[src/rtl/div_issue_ctrl_if.sv]
// ---------------------------------------------------------------------------
// div_issue_ctrl_if
// Bundles the EX-stage request, the divider start/ready handshake and the
// HI/LO write-back of the divide issue controller.
//   master : the issue controller (div_issue_ctrl)
//   slave  : its environment (EX stage, divider, HI/LO register file)
// Signals:
//   ex_div_req / ex_signed / ex_op1 / ex_op2 / ex_flush : request from EX
//   div_start / signed_div_o / div_opdata1 / div_opdata2 : command to divider
//   div_ready / div_res                                  : divider response
//   stall_req                                            : pipeline stall
//   hilo_we / hi_o / lo_o                                : HI/LO write-back
//   div_err                                              : sticky watchdog error
// ---------------------------------------------------------------------------
interface div_issue_ctrl_if #(
    parameter int DATA_W = 32
);
    logic                  ex_div_req;
    logic                  ex_signed;
    logic [DATA_W-1:0]     ex_op1;
    logic [DATA_W-1:0]     ex_op2;
    logic                  ex_flush;

    logic                  div_start;
    logic                  signed_div_o;
    logic [DATA_W-1:0]     div_opdata1;
    logic [DATA_W-1:0]     div_opdata2;
    logic                  div_ready;
    logic [2*DATA_W-1:0]   div_res;

    logic                  stall_req;
    logic                  hilo_we;
    logic [DATA_W-1:0]     hi_o;
    logic [DATA_W-1:0]     lo_o;
    logic                  div_err;

    modport master (
        input  ex_div_req, ex_signed, ex_op1, ex_op2, ex_flush,
        input  div_ready, div_res,
        output div_start, signed_div_o, div_opdata1, div_opdata2,
        output stall_req, hilo_we, hi_o, lo_o, div_err
    );

    modport slave (
        output ex_div_req, ex_signed, ex_op1, ex_op2, ex_flush,
        output div_ready, div_res,
        input  div_start, signed_div_o, div_opdata1, div_opdata2,
        input  stall_req, hilo_we, hi_o, lo_o, div_err
    );
endinterface

[src/rtl/div_issue_ctrl.sv]
// ---------------------------------------------------------------------------
// div_issue_ctrl
// Initiator side of the divider start/ready handshake, sitting in EX beside
// the divider. Accepts a DIV/DIVU from EX, drives start/signedness/operands,
// stalls the pipeline while the divide runs, and writes the result back as a
// one-cycle HI/LO write. Handles flushes mid-divide (the divider is still
// driven to completion and its result discarded) and a no-response watchdog.
// Ports:
//   cpu_clk_50M : clock, rising edge
//   cpu_rst     : asynchronous reset, active high
//   bus         : div_issue_ctrl_if.master (request, handshake, write-back)
// All outputs are registered except bus.stall_req.
// ---------------------------------------------------------------------------
module div_issue_ctrl #(
    parameter int DATA_W  = 32,
    parameter int TIMEOUT = 63
) (
    input  logic                  cpu_clk_50M,
    input  logic                  cpu_rst,
    div_issue_ctrl_if.master      bus
);

    localparam int CNT_W = (TIMEOUT < 2) ? 1 : $clog2(TIMEOUT + 1);
    // Value held by the counter during the last permitted wait cycle.
    localparam logic [CNT_W-1:0] CNT_LAST = CNT_W'(TIMEOUT - 1);

    typedef enum logic [1:0] {
        IDLE    = 2'd0,
        BUSY    = 2'd1,
        RELEASE = 2'd2,
        ABORT   = 2'd3
    } state_t;

    state_t              state_q,   state_d;
    logic                start_q,   start_d;
    logic                sgn_q,     sgn_d;
    logic [DATA_W-1:0]   op1_q,     op1_d;
    logic [DATA_W-1:0]   op2_q,     op2_d;
    logic                hilo_we_q, hilo_we_d;
    logic [DATA_W-1:0]   hi_q,      hi_d;
    logic [DATA_W-1:0]   lo_q,      lo_d;
    logic                err_q,     err_d;
    logic [CNT_W-1:0]    cnt_q,     cnt_d;

    always_comb begin
        state_d   = state_q;
        start_d   = start_q;
        sgn_d     = sgn_q;
        op1_d     = op1_q;
        op2_d     = op2_q;
        hilo_we_d = 1'b0;
        hi_d      = hi_q;
        lo_d      = lo_q;
        err_d     = err_q;
        cnt_d     = cnt_q;

        case (state_q)
            IDLE: begin
                // div_ready still high means the divider has not returned to
                // its free state after the previous operation.
                if (bus.ex_div_req && !bus.ex_flush && !bus.div_ready) begin
                    start_d = 1'b1;
                    sgn_d   = bus.ex_signed;
                    op1_d   = bus.ex_op1;
                    op2_d   = bus.ex_op2;
                    cnt_d   = '0;
                    state_d = BUSY;
                end
            end

            BUSY: begin
                if (bus.ex_flush) begin
                    if (bus.div_ready) begin
                        // Divider already at its end: dropping start frees it.
                        start_d = 1'b0;
                        state_d = IDLE;
                    end else begin
                        // Keep start high so the divider can reach its end.
                        cnt_d   = '0;
                        state_d = ABORT;
                    end
                end else if (bus.div_ready) begin
                    lo_d      = bus.div_res[DATA_W-1:0];
                    hi_d      = bus.div_res[2*DATA_W-1:DATA_W];
                    hilo_we_d = 1'b1;
                    start_d   = 1'b0;
                    state_d   = RELEASE;
                end else if (cnt_q == CNT_LAST) begin
                    err_d   = 1'b1;
                    start_d = 1'b0;
                    state_d = IDLE;
                end else begin
                    cnt_d = cnt_q + 1'b1;
                end
            end

            RELEASE: begin
                state_d = IDLE;
            end

            ABORT: begin
                if (bus.div_ready) begin
                    start_d = 1'b0;
                    state_d = IDLE;
                end else if (cnt_q == CNT_LAST) begin
                    err_d   = 1'b1;
                    start_d = 1'b0;
                    state_d = IDLE;
                end else begin
                    cnt_d = cnt_q + 1'b1;
                end
            end

            default: begin
                start_d = 1'b0;
                state_d = IDLE;
            end
        endcase
    end

    always_ff @(posedge cpu_clk_50M or posedge cpu_rst) begin
        if (cpu_rst) begin
            state_q   <= IDLE;
            start_q   <= 1'b0;
            sgn_q     <= 1'b0;
            op1_q     <= '0;
            op2_q     <= '0;
            hilo_we_q <= 1'b0;
            hi_q      <= '0;
            lo_q      <= '0;
            err_q     <= 1'b0;
            cnt_q     <= '0;
        end else begin
            state_q   <= state_d;
            start_q   <= start_d;
            sgn_q     <= sgn_d;
            op1_q     <= op1_d;
            op2_q     <= op2_d;
            hilo_we_q <= hilo_we_d;
            hi_q      <= hi_d;
            lo_q      <= lo_d;
            err_q     <= err_d;
            cnt_q     <= cnt_d;
        end
    end

    // Low in the cycle the result registers so the instruction leaves EX as
    // the HI/LO write lands.
    assign bus.stall_req = ((state_q == IDLE) && bus.ex_div_req && !bus.ex_flush)
                         | ((state_q == BUSY) && !bus.div_ready && !bus.ex_flush)
                         | (((state_q == ABORT) || (state_q == RELEASE)) && bus.ex_div_req);

    assign bus.div_start    = start_q;
    assign bus.signed_div_o = sgn_q;
    assign bus.div_opdata1  = op1_q;
    assign bus.div_opdata2  = op2_q;
    assign bus.hilo_we      = hilo_we_q;
    assign bus.hi_o         = hi_q;
    assign bus.lo_o         = lo_q;
    assign bus.div_err      = err_q;

endmodule
[src/flat_wrapper.sv]
// flat-port wrapper written by rule: the top's interface ports become plain ports
module div_issue_ctrl_flat 
#(
    parameter int DATA_W  = 32,
    parameter int TIMEOUT = 63
)
  (cpu_clk_50M, cpu_rst, bus_ex_div_req, bus_ex_signed, bus_ex_op1, bus_ex_op2, bus_ex_flush, bus_div_ready, bus_div_res, bus_div_start, bus_signed_div_o, bus_div_opdata1, bus_div_opdata2, bus_stall_req, bus_hilo_we, bus_hi_o, bus_lo_o, bus_div_err);
  div_issue_ctrl_if #(.DATA_W(DATA_W)) bus_i ();
  input  logic cpu_clk_50M;
  input  logic cpu_rst;
  input wire logic [$bits(bus_i.ex_div_req)-1:0] bus_ex_div_req;
  input wire logic [$bits(bus_i.ex_signed)-1:0] bus_ex_signed;
  input wire logic [$bits(bus_i.ex_op1)-1:0] bus_ex_op1;
  input wire logic [$bits(bus_i.ex_op2)-1:0] bus_ex_op2;
  input wire logic [$bits(bus_i.ex_flush)-1:0] bus_ex_flush;
  input wire logic [$bits(bus_i.div_ready)-1:0] bus_div_ready;
  input wire logic [$bits(bus_i.div_res)-1:0] bus_div_res;
  output wire logic [$bits(bus_i.div_start)-1:0] bus_div_start;
  output wire logic [$bits(bus_i.signed_div_o)-1:0] bus_signed_div_o;
  output wire logic [$bits(bus_i.div_opdata1)-1:0] bus_div_opdata1;
  output wire logic [$bits(bus_i.div_opdata2)-1:0] bus_div_opdata2;
  output wire logic [$bits(bus_i.stall_req)-1:0] bus_stall_req;
  output wire logic [$bits(bus_i.hilo_we)-1:0] bus_hilo_we;
  output wire logic [$bits(bus_i.hi_o)-1:0] bus_hi_o;
  output wire logic [$bits(bus_i.lo_o)-1:0] bus_lo_o;
  output wire logic [$bits(bus_i.div_err)-1:0] bus_div_err;
  assign bus_i.ex_div_req = bus_ex_div_req;
  assign bus_i.ex_signed = bus_ex_signed;
  assign bus_i.ex_op1 = bus_ex_op1;
  assign bus_i.ex_op2 = bus_ex_op2;
  assign bus_i.ex_flush = bus_ex_flush;
  assign bus_i.div_ready = bus_div_ready;
  assign bus_i.div_res = bus_div_res;
  assign bus_div_start = bus_i.div_start;
  assign bus_signed_div_o = bus_i.signed_div_o;
  assign bus_div_opdata1 = bus_i.div_opdata1;
  assign bus_div_opdata2 = bus_i.div_opdata2;
  assign bus_stall_req = bus_i.stall_req;
  assign bus_hilo_we = bus_i.hilo_we;
  assign bus_hi_o = bus_i.hi_o;
  assign bus_lo_o = bus_i.lo_o;
  assign bus_div_err = bus_i.div_err;
  div_issue_ctrl #(.DATA_W(DATA_W), .TIMEOUT(TIMEOUT)) u_core (.cpu_clk_50M(cpu_clk_50M), .cpu_rst(cpu_rst), .bus(bus_i));
endmodule
[config.mk]
export PLATFORM = sky130hd
export DESIGN_NAME = div_issue_ctrl_flat
export DESIGN_NICKNAME = d
export VERILOG_FILES = /design/src/rtl/div_issue_ctrl_if.sv /design/src/rtl/div_issue_ctrl.sv /design/src/flat_wrapper.sv
export SDC_FILE = /design/constraint.sdc
export NUM_CORES = 1
export LEC_CHECK = 0
export BUFFER_PORTS_ARGS = -buffer_cell sky130_fd_sc_hd__buf_2
export CORE_UTILIZATION = 49
export DETAILED_ROUTE_END_ITERATION = 10
export PLACE_DENSITY = 0.85
export SLEW_MARGIN = 20
export SYNTH_ARGS = -nofsm -noshare
export SYNTH_HDL_FRONTEND = slang
export SYNTH_SLANG_ARGS = --single-unit
export TNS_END_PERCENT = 10
[constraint.sdc]
create_clock -name cpu_clk_50M -period 9.6 [get_ports cpu_clk_50M]
set_input_delay 1.92 -clock cpu_clk_50M [delete_from_list [all_inputs] [get_ports cpu_clk_50M]]
set_output_delay 1.92 -clock cpu_clk_50M [all_outputs]
set_load 0.03 [all_outputs]
# After elaboration in Yosys (flattened, before gate mapping)
# Cells that the tools add are included.
op_classes:
  order_cmp: 0
  n_mul: 0
  n_eq_ne: 8
  n_mux: 26
  n_bitwise: 3
  add_sub_neg: 1
  div: 0
  reduce_logical: 18
  shift: 0
ops:
  columns: ["operator", "count"]
  rows:
  - ["$mux 6", 5]
  - ["$pmux 6 s3", 1]
  - ["$mux 2", 6]
  - ["$mux 1", 11]
  - ["$reduce_and 3->1", 3]
  - ["$pmux 2 s4", 1]
  - ["$logic_and 1x1->1", 7]
  - ["$add 6x1->6 const B", 1]
  - ["$eq 6x6->1 const B", 1]
  - ["$ne 3x3->1 const B", 2]
  - ["$eq 2x2->1 const B", 2]
  - ["$reduce_and 2->1", 2]
  - ["$pmux 1 s3", 1]
  - ["$reduce_bool 3->1", 1]
  - ["$eq 2x1->1 const B", 1]
  - ["$logic_not 1->1", 2]
  - ["$logic_not 2->1", 1]
  - ["$ne 2x1->1 const B", 1]
  - ["$ne 2x2->1 const B", 1]
  - ["$or 1x1->1", 2]
  - ["$pmux 1 s2", 1]
  - ["$reduce_bool 2->1", 1]
  - ["$logic_or 1x1->1", 1]
  - ["$not 1->1", 1]
totals:
  romBits: 0
  reg_bits: 140
  out_inout_bits: 133
  mem_count: 0
  latchBits: 0
  in_bits: 134
  ramBits: 0

# Depth between registers and ports, before layout
# Gate-level depths: netlist of run 1.
depth:
  ltp_word: 5
  ltp_mapped: 6
  depth_no_buf: 6

# Worst setup path before layout of run 1
# Ideal clock, no wire load.
synth_path:
  path_kind: "input to output"
  from: "in bus_div_ready"
  to: "out bus_stall_req"
  setup_slack_ps: 4956
  n_path_buf: 0
  stages: 4
  t_required_ps: 7680
  arrival_time_ps: 2724
  cell_sequence: "nand2b_1 -> or2_2 -> a21oi_1 -> a21o_1"
synth_via:
  elab_chain_cells: 5
synth_lines:
  columns: ["element", "line", "rtl"]
  rows:
  - ["from (decl)", "flat_wrapper.sv:16", "input wire logic [$bits(bus_i.div_ready)-1:0] bus_div_ready;"]
  - ["$logic_not 1->1", "div_issue_ctrl.sv:150", "| ((state_q == BUSY) && !bus.div_ready && !bus.ex_flush)"]
  - ["$logic_and 1x1->1 (2 in series)", "div_issue_ctrl.sv:150", null]
  - ["$or 1x1->1", "div_issue_ctrl.sv:150", null]
  - ["$or 1x1->1", "div_issue_ctrl.sv:151", "| (((state_q == ABORT) || (state_q == RELEASE)) && bus.ex_div_req);"]
  - ["to (decl)", "flat_wrapper.sv:22", "output wire logic [$bits(bus_i.stall_req)-1:0] bus_stall_req;"]
# Every way passes these cells.

# Worst setup path in the final report of run 1
# Ends and elaborated chain as after synthesis.

==> results of run 1 <==
[final timing paths]
path / depth (start not counted) / to / slack, ns / from
max: 6 / bus_stall_req / 4.71 / bus_div_ready
min: 1 / u_core.bus.lo_o[24] / 0.48 / u_core.bus.lo_o[24]
max reg2reg: 3 / u_core.bus.div_opdata1[1] / 7.55 / u_core.state_q[1]
min reg2reg: 1 / u_core.bus.lo_o[24] / 0.48 / u_core.bus.lo_o[24]
max in group asynchronous: 3 / u_core.bus.hi_o[18] / 6.62 / cpu_rst
min in group asynchronous: 2 / u_core.bus.lo_o[28] / 1.54 / cpu_rst
[power by group]
part           total (mW)  internal [mW]  switching [mW]
clock network       0.596          0.370           0.226
registers           0.835          0.754          0.0812
logic               0.709          0.230           0.479
total                2.14           1.35           0.787
[registers in the layout, summed over array words and instances (netlist names), 2 cells and up]
signal and count:
u_core.bus.div_opdata1 32, u_core.bus.div_opdata2 32, u_core.bus.lo_o 32, u_core.bus.hi_o 32
u_core.state_q 2, u_core.cnt_q 6
[layout by cell type, fill, tap and decap left out, types with 2 or more instances in the layout]
master                      instances
sky130_fd_sc_hd__a21oi_1            3
sky130_fd_sc_hd__a211oi_1           2
sky130_fd_sc_hd__nor2_1             7
sky130_fd_sc_hd__nand2b_1           4
sky130_fd_sc_hd__buf_2            266
sky130_fd_sc_hd__clkbuf_1           3
sky130_fd_sc_hd__nor4_1             2
sky130_fd_sc_hd__a311oi_1           2
sky130_fd_sc_hd__nand2_1            7
sky130_fd_sc_hd__mux2_1            88
sky130_fd_sc_hd__a41oi_1            2
sky130_fd_sc_hd__o21ai_0            2
sky130_fd_sc_hd__ha_1               2
sky130_fd_sc_hd__clkinv_2           4
sky130_fd_sc_hd__clkbuf_16         16
sky130_fd_sc_hd__clkbuf_8           2
sky130_fd_sc_hd__mux2_2            41
sky130_fd_sc_hd__bufinv_16          2
sky130_fd_sc_hd__dfrtp_1          140
sky130_fd_sc_hd__inv_1              4
sky130_fd_sc_hd__or2_2              2
sky130_fd_sc_hd__buf_4              3
sky130_fd_sc_hd__o21bai_1           2
[synth_stat cells (all sizes together)]
cell type / number / area share (%)
dfrtp: 140 / 65
mux2: 129 / 27
buf: 15 / 2.6
nand2: 7 / 0.48
nor2: 7 / 0.48
inv: 5 / 0.35
nand2b: 4 / 0.46
a21oi: 3 / 0.28
nor4: 3 / 0.62
o21ai: 3 / 0.28
a211oi: 2 / 0.28
a311oi: 2 / 0.32
a41oi: 2 / 0.32
ha: 2 / 0.46
nor3: 2 / 0.28
o21bai: 2 / 0.28
or2: 2 / 0.23
a21o: 1 / 0.14
a22o: 1 / 0.16
a31oi: 1 / 0.12
nand4: 1 / 0.12
nor2b: 1 / 0.12
nor3b: 1 / 0.14
o41a: 1 / 0.21
[kinds of logic (layout without fill, tap and decap cells)]
group,Yosys count,after routing
compound gates,18,18
buf+inv,20,303
flops,140,140
fa+ha+maj,2,2
mux,129,129
simple gates,28,28
[worst max-delay path, delay by kind of cell]
family,cells,cell delay [ns]
AO/OA/AOI/OAI,2,0.23
AND/OR/NAND/NOR,2,0.49
buffers and inverters,2,0.33
[final cells by class]
| type | instances | area [um^2] |
|---|---|---|
| Sequential cell | 140 | 3500 |
| Clock inverter | 8 | 96.3 |
| Multi-Input combinational cell | 177 | 1770 |
| Timing Repair Buffer | 269 | 1350 |
| Tap cell | 140 | 175 |
| Inverter | 5 | 21.3 |
| Fill cell | 789 | 3430 |
| Clock buffer | 21 | 439 |
[layer usage]
layer  GRT usage [%]  vias up  part of all wire (%)
li1                -     1748                     -
met1            23.2     1846                    38
met2            38.5      151                    54
met3            4.86       20                   5.5
met4            9.49        0                   2.0
met5               0        -                     0
==> qor.log, run 1 <==
qor: outcome.run_status finished clean
qor: timing.timing.final.setup_violations 0
qor: timing.post_route_clock_period_utilization 51.0%
qor: synth.mean_area_per_synthesized_cell 16.1 um^2
qor: global_route.maximum_number_of_pins_on_one_net_before_global_route_repair 81
qor: die.die_h 107 um
qor: flow_run.drv_cap 0
qor: timing.timing.fmax 0.204 GHz
qor: synth.synth.area.mux_share 26.8%
qor: synth.synthesis.nets 473
qor: detailed_routing.drt_wl_total 12100 um
qor: power.powerDensity 291 nW/um^2
qor: cells_and_area.drive_gt1_share 55.0%
qor: cells_and_area.ant_cells 0
qor: timing.max_slew_violation_count 0
qor: die.floorplan.io_pins 267
qor: clocking.cts_made_buffers 17
qor: die.floorplan.rows 38
qor: critical_path.timing.setup.critical_path_class in2out
qor: critical_path.maximum_cell_stage_delay_along_the_critical_path 0.29 ns
qor: critical_path.slowest_stage sky130_fd_sc_hd__or2_2
qor: power.peakVddDrop 165 uV
qor: die.floorplan.initialDensity 50.3%
qor: global_route.grt_pass1_wl 18400 um
qor: detailed_routing.viasPerCell 4.95
qor: timing.worstMarginPinSlew 0.967 ns
qor: timing.fin_worst_hold_slack 0.479 ns
qor: die.core-area 10800 um^2
qor: clocking.clock_sink_count 140
qor: global_route.antenna_violations_before_repair 0
qor: synth.synth_compound_gate_area_share 2.37%
qor: detailed_routing.drt_iter0_markers 98
qor: critical_path.timing.critical_path.to_type output pin
qor: clocking.clock_path_buffers 2
qor: critical_path.worstPathCellList buf_2 -> nand2b_1 -> or2_2 -> a21oi_1 -> a21o_1 -> buf_2
qor: synth.synth-simple-area-share 2.93%
qor: place.place.detailed.hpwl 8910 um
qor: detailed_routing.route.vias.total 3765
qor: timing.post-route-min-period 4.89 ns
qor: place.number_of_input_and_output_port_buffers_inserted 266
qor: synth.flops_latches_synth 140
qor: global_route.vias_in_the_first_global_route 3778
qor: synth.synth_fa_ha_area_share 0.461%
qor: power.finalPower 2.14 mW
qor: cells_and_area.fin_area 7360 um^2
qor: synth.synthesis.area 5430 um^2
qor: place.detailed_place.area 6830 um^2
qor: clocking.ctsRootBufferMaster sky130_fd_sc_hd__clkbuf_8
qor: die.die_area 11500 um^2
qor: synth.yosys_warnings 0
qor: critical_path.critical_path.max_fanout 7
qor: detailed_routing.total_drc_errors_in_the_routed_layout 0
qor: hold_path.worst_hold_path_type reg2reg
qor: timing.finalSetupTns 0 ns
qor: synth.sequential_area_share_after_synthesis 64.5%
qor: global_route.globalRouteTotalUtil 21.1%
qor: clocking.postCtsSetupRepairBufs 0
qor: detailed_routing.ant_nets 0
qor: place.routability_cong 0.739
qor: critical_path.worstPathArrival 2.97 ns
qor: synth.postSynthCellCount 337
qor: cells_and_area.fin_util 68.2%
qor: timing.final-hold-violation-count 0
qor: synth.ys_types 30
qor: place.pre_cts_slack 4.70 ns
qor: power.leakagePower 3.69 nW
qor: critical_path.setup.worst_path.start_class input pin
qor: clocking.h-tree-depth 4
qor: clocking.clk_pin_slew 0.06 ns
qor: place.dp_cells 731
qor: timing.relSlewSlack 35.6%
qor: timing.layout_setup_ws 4.71 ns
qor: detailed_routing.wl_per_cell 15.9 um
qor: critical_path.cp_common_cell sky130_fd_sc_hd__buf_2
qor: synth.synth-xor-area-share 0%
qor: clocking.clkLatencyLatePin 0.50 ns
qor: clocking.tritoncts done
qor: cells_and_area.finish.net_count 746
qor: clocking.cts-resized-gates 0
qor: cells_and_area.area_delta_synth_final 35.6%
qor: detailed_routing.first_pass_iters 4
qor: global_route.grt_overflow_total 0
qor: cells_and_area.stdcell_count 760
qor: timing.setup_repair_after_global_routing_missed_its_margin no
qor: timing.clock_skew 0.00890 ns
qor: critical_path.critPathRequiredTime 7.68 ns
qor: synth.dominant_combinational_cell_family_by_area_after_synthesis multiplexers
qor: clocking.cts_hold_repair.buffers 0
qor: die.die_w 107 um
(Power assumes the default switching activity.)
==> run 2, diff against run 1 <==
--- a/config.mk
+++ b/config.mk
@@ -6,9 +6,9 @@
 export NUM_CORES = 1
 export LEC_CHECK = 0
 export BUFFER_PORTS_ARGS = -buffer_cell sky130_fd_sc_hd__buf_2
-export CORE_UTILIZATION = 49
+export CORE_UTILIZATION = 46
 export DETAILED_ROUTE_END_ITERATION = 10
-export PLACE_DENSITY = 0.85
+export PLACE_DENSITY = 0.8
 export SLEW_MARGIN = 20
 export SYNTH_ARGS = -nofsm -noshare
 export SYNTH_HDL_FRONTEND = slang
==> constraint.sdc (replaced) <==
create_clock -name cpu_clk_50M -period 4.8 [get_ports cpu_clk_50M]
set_input_delay 0.96 -clock cpu_clk_50M [delete_from_list [all_inputs] [get_ports cpu_clk_50M]]
set_output_delay 0.96 -clock cpu_clk_50M [all_outputs]
set_load 0.03 [all_outputs]
==> run 2 against run 1 <==
Worst hold slack got worse by 0.0060 ns. Design area is 0.68% higher. Critical path depth is the same. Largest cell class unchanged.
==> qor.log, run 2 (same netlist as run 1, synthesis figures left out) <==
qor: power.power.switching_fraction 36.0%
qor: critical_path.worstPathArrival 2.02 ns
qor: detailed_routing.amount_of_wire_on_met3_after_detailed_routing 643 um
qor: detailed_routing.viasPerCell 4.86
qor: power.powerDensity 583 nW/um^2
qor: timing.fin_worst_hold_slack 0.473 ns
qor: detailed_routing.maxUsedRoutingLayer met4
qor: cells_and_area.mostFrequentLayoutCell sky130_fd_sc_hd__buf_2
qor: detailed_routing.drt_iter0_markers 104
qor: die.floorplan.io_pins 267
qor: timing.setup_repair_after_global_routing_missed_its_margin no
qor: die.die_area 12200 um^2
qor: die.floorplan.rows 39
qor: critical_path.timing.critical_path.to_type output pin
qor: detailed_routing.first_pass_iters 4
qor: timing.post-route-min-period 2.98 ns
qor: global_route.grt_overflow_total 0
qor: die.die_h 111 um
qor: detailed_routing.met2_length 6080 um
qor: die.core-area 11500 um^2
qor: clocking.ctsRootBufferMaster sky130_fd_sc_hd__clkbuf_16
qor: clocking.cts-resized-gates 0
qor: outcome.run_status finished clean
qor: critical_path.setup.worst_path.start_class input pin
qor: place.number_of_input_and_output_port_buffers_inserted 266
qor: global_route.maximum_number_of_pins_on_one_net_before_global_route_repair 67
qor: flow_run.drv_cap 0
qor: timing.timing.final.setup_violations 0
qor: place.routability_cong 0.804
qor: power.internal_pwr_total 2.77 mW
qor: hold_path.worst_hold_path_type reg2reg
qor: detailed_routing.route.vias.total 3731
qor: clocking.postCtsSetupRepairBufs 0
qor: critical_path.critical_path.max_fanout 7
qor: global_route.antenna_violations_before_repair 0
qor: cells_and_area.area_used_by_multi_input_combinational_logic 1770 um^2
qor: clocking.cts_made_buffers 17
qor: cells_and_area.fin_util 64.6%
qor: global_route.grt_pass1_wl 19000 um
qor: die.die_w 111 um
qor: timing.clock_skew 0.0102 ns
qor: place.place.detailed.hpwl 8540 um
qor: cells_and_area.ant_cells 0
qor: power.pwr-share-seq 38.5%
qor: timing.post_route_clock_period_utilization 62.0%
qor: power.power_share_of_the_combinational_group 32.6%
qor: global_route.vias_in_the_first_global_route 3838
qor: timing.layout_setup_ws 1.82 ns
qor: die.floorplan.initialDensity 47.3%
qor: power.share_clk_of_total_power 28.9%
qor: power.leakagePower 3.72 nW
qor: clocking.tritoncts done
qor: power.finalPower 4.32 mW
qor: detailed_routing.drt_wl_total 11500 um
qor: cells_and_area.finish.net_count 747
qor: timing.relSlewSlack 45.9%
qor: place.pre_cts_slack 1.83 ns
qor: global_route.globalRouteTotalUtil 19.9%
qor: detailed_routing.wl_per_cell 15.0 um
qor: cells_and_area.fill_cells 874
qor: power.switching_power 1.55 mW
qor: timing.finalSetupTns 0 ns
qor: detailed_routing.total_drc_errors_in_the_routed_layout 0
qor: critical_path.critPathRequiredTime 3.84 ns
qor: power.peakVddDrop 364 uV
qor: detailed_routing.detail_route.wirelength.met1 4580 um
qor: timing.max_slew_violation_count 0
qor: clocking.cts_hold_repair.buffers 0
qor: clocking.clock_sink_count 140
qor: timing.timing.fmax 0.336 GHz
qor: clocking.clock_path_buffers 2
qor: cells_and_area.final-seq-area 3500 um^2
qor: clocking.clkLatencyLatePin 0.41 ns
qor: cells_and_area.area_delta_synth_final 36.5%
qor: detailed_routing.ant_nets 0
qor: clocking.clk_pin_slew 0.05 ns
qor: timing.worstMarginPinSlew 0.812 ns
qor: timing.final-hold-violation-count 0
qor: cells_and_area.drive_gt1_share 55.1%
qor: critical_path.timing.setup.critical_path_class in2out
qor: clocking.h-tree-depth 4
qor: cells_and_area.commonest_cells_after_routing_fill_and_taps_aside 266 x sky130_fd_sc_hd__buf_2, 140 x sky130_fd_sc_hd__dfrtp_1, 88 x sky130_fd_sc_hd__mux2_1
run 2: power groups by stage:
stage,Combinational (mW),Clock [mW],Sequential [mW]
2_1_floorplan,0.292,0,2.34
3_3_place_gp,1.41,0,1.66
3_5_place_dp,1.43,0,1.68
4_1_cts,1.43,1.28,1.67
5_1_grt,1.48,1.33,1.71
6_report,1.41,1.25,1.66
run 2: stage by stage:
step / instance area, um^2 / instances
5_1_grt: 7410 / 767
6_report: 7410 / 767
3_5_place_dp: 6840 / 735
4_1_cts: 7410 / 767
3_3_place_gp: 6840 / 735
2_1_floorplan: 5430 / 337
run 2: critical path, cell delays in order:
cell and delay (ns):
sky130_fd_sc_hd__buf_2 0.15, sky130_fd_sc_hd__nand2b_1 0.19, sky130_fd_sc_hd__or2_2 0.28, sky130_fd_sc_hd__a21oi_1 0.15
sky130_fd_sc_hd__a21o_1 0.10, sky130_fd_sc_hd__buf_2 0.18
run 2: metal layers:
| layer | GRT usage [%] | vias to the layer above |
|---|---|---|
| met1 | 23.1 | 1817 |
| met3 | 6.53 | 17 |
| met4 | 7.91 | 0 |
| met5 | 0 | - |
| met2 | 34.0 | 155 |
| li1 | - | 1742 |
run 2: path summary, 6_finish.rpt:
kind / slack [ns] / start / to / cells past startpoint
setup / recovery: 1.82 / bus_div_ready / bus_stall_req / 6
hold / removal: 0.47 / u_core.bus.div_err / u_core.bus.div_err / 1
setup reg to reg: 2.74 / u_core.state_q[1] / u_core.bus.div_opdata1[1] / 3
hold reg to reg: 0.47 / u_core.bus.div_err / u_core.bus.div_err / 1
max in group asynchronous: 3.23 / cpu_rst / u_core.bus.hi_o[29] / 3
min in group asynchronous: 0.63 / cpu_rst / u_core.bus.div_opdata1[30] / 2
run 2: cell type report:
class	instances	area share (%)
inverter	5	0.321
tap	143	2.41
clock inverter	8	1.22
timing repair buffer	270	18.4
multi-input combinational	177	23.9
sequential	140	47.3
clock buffer	24	6.50
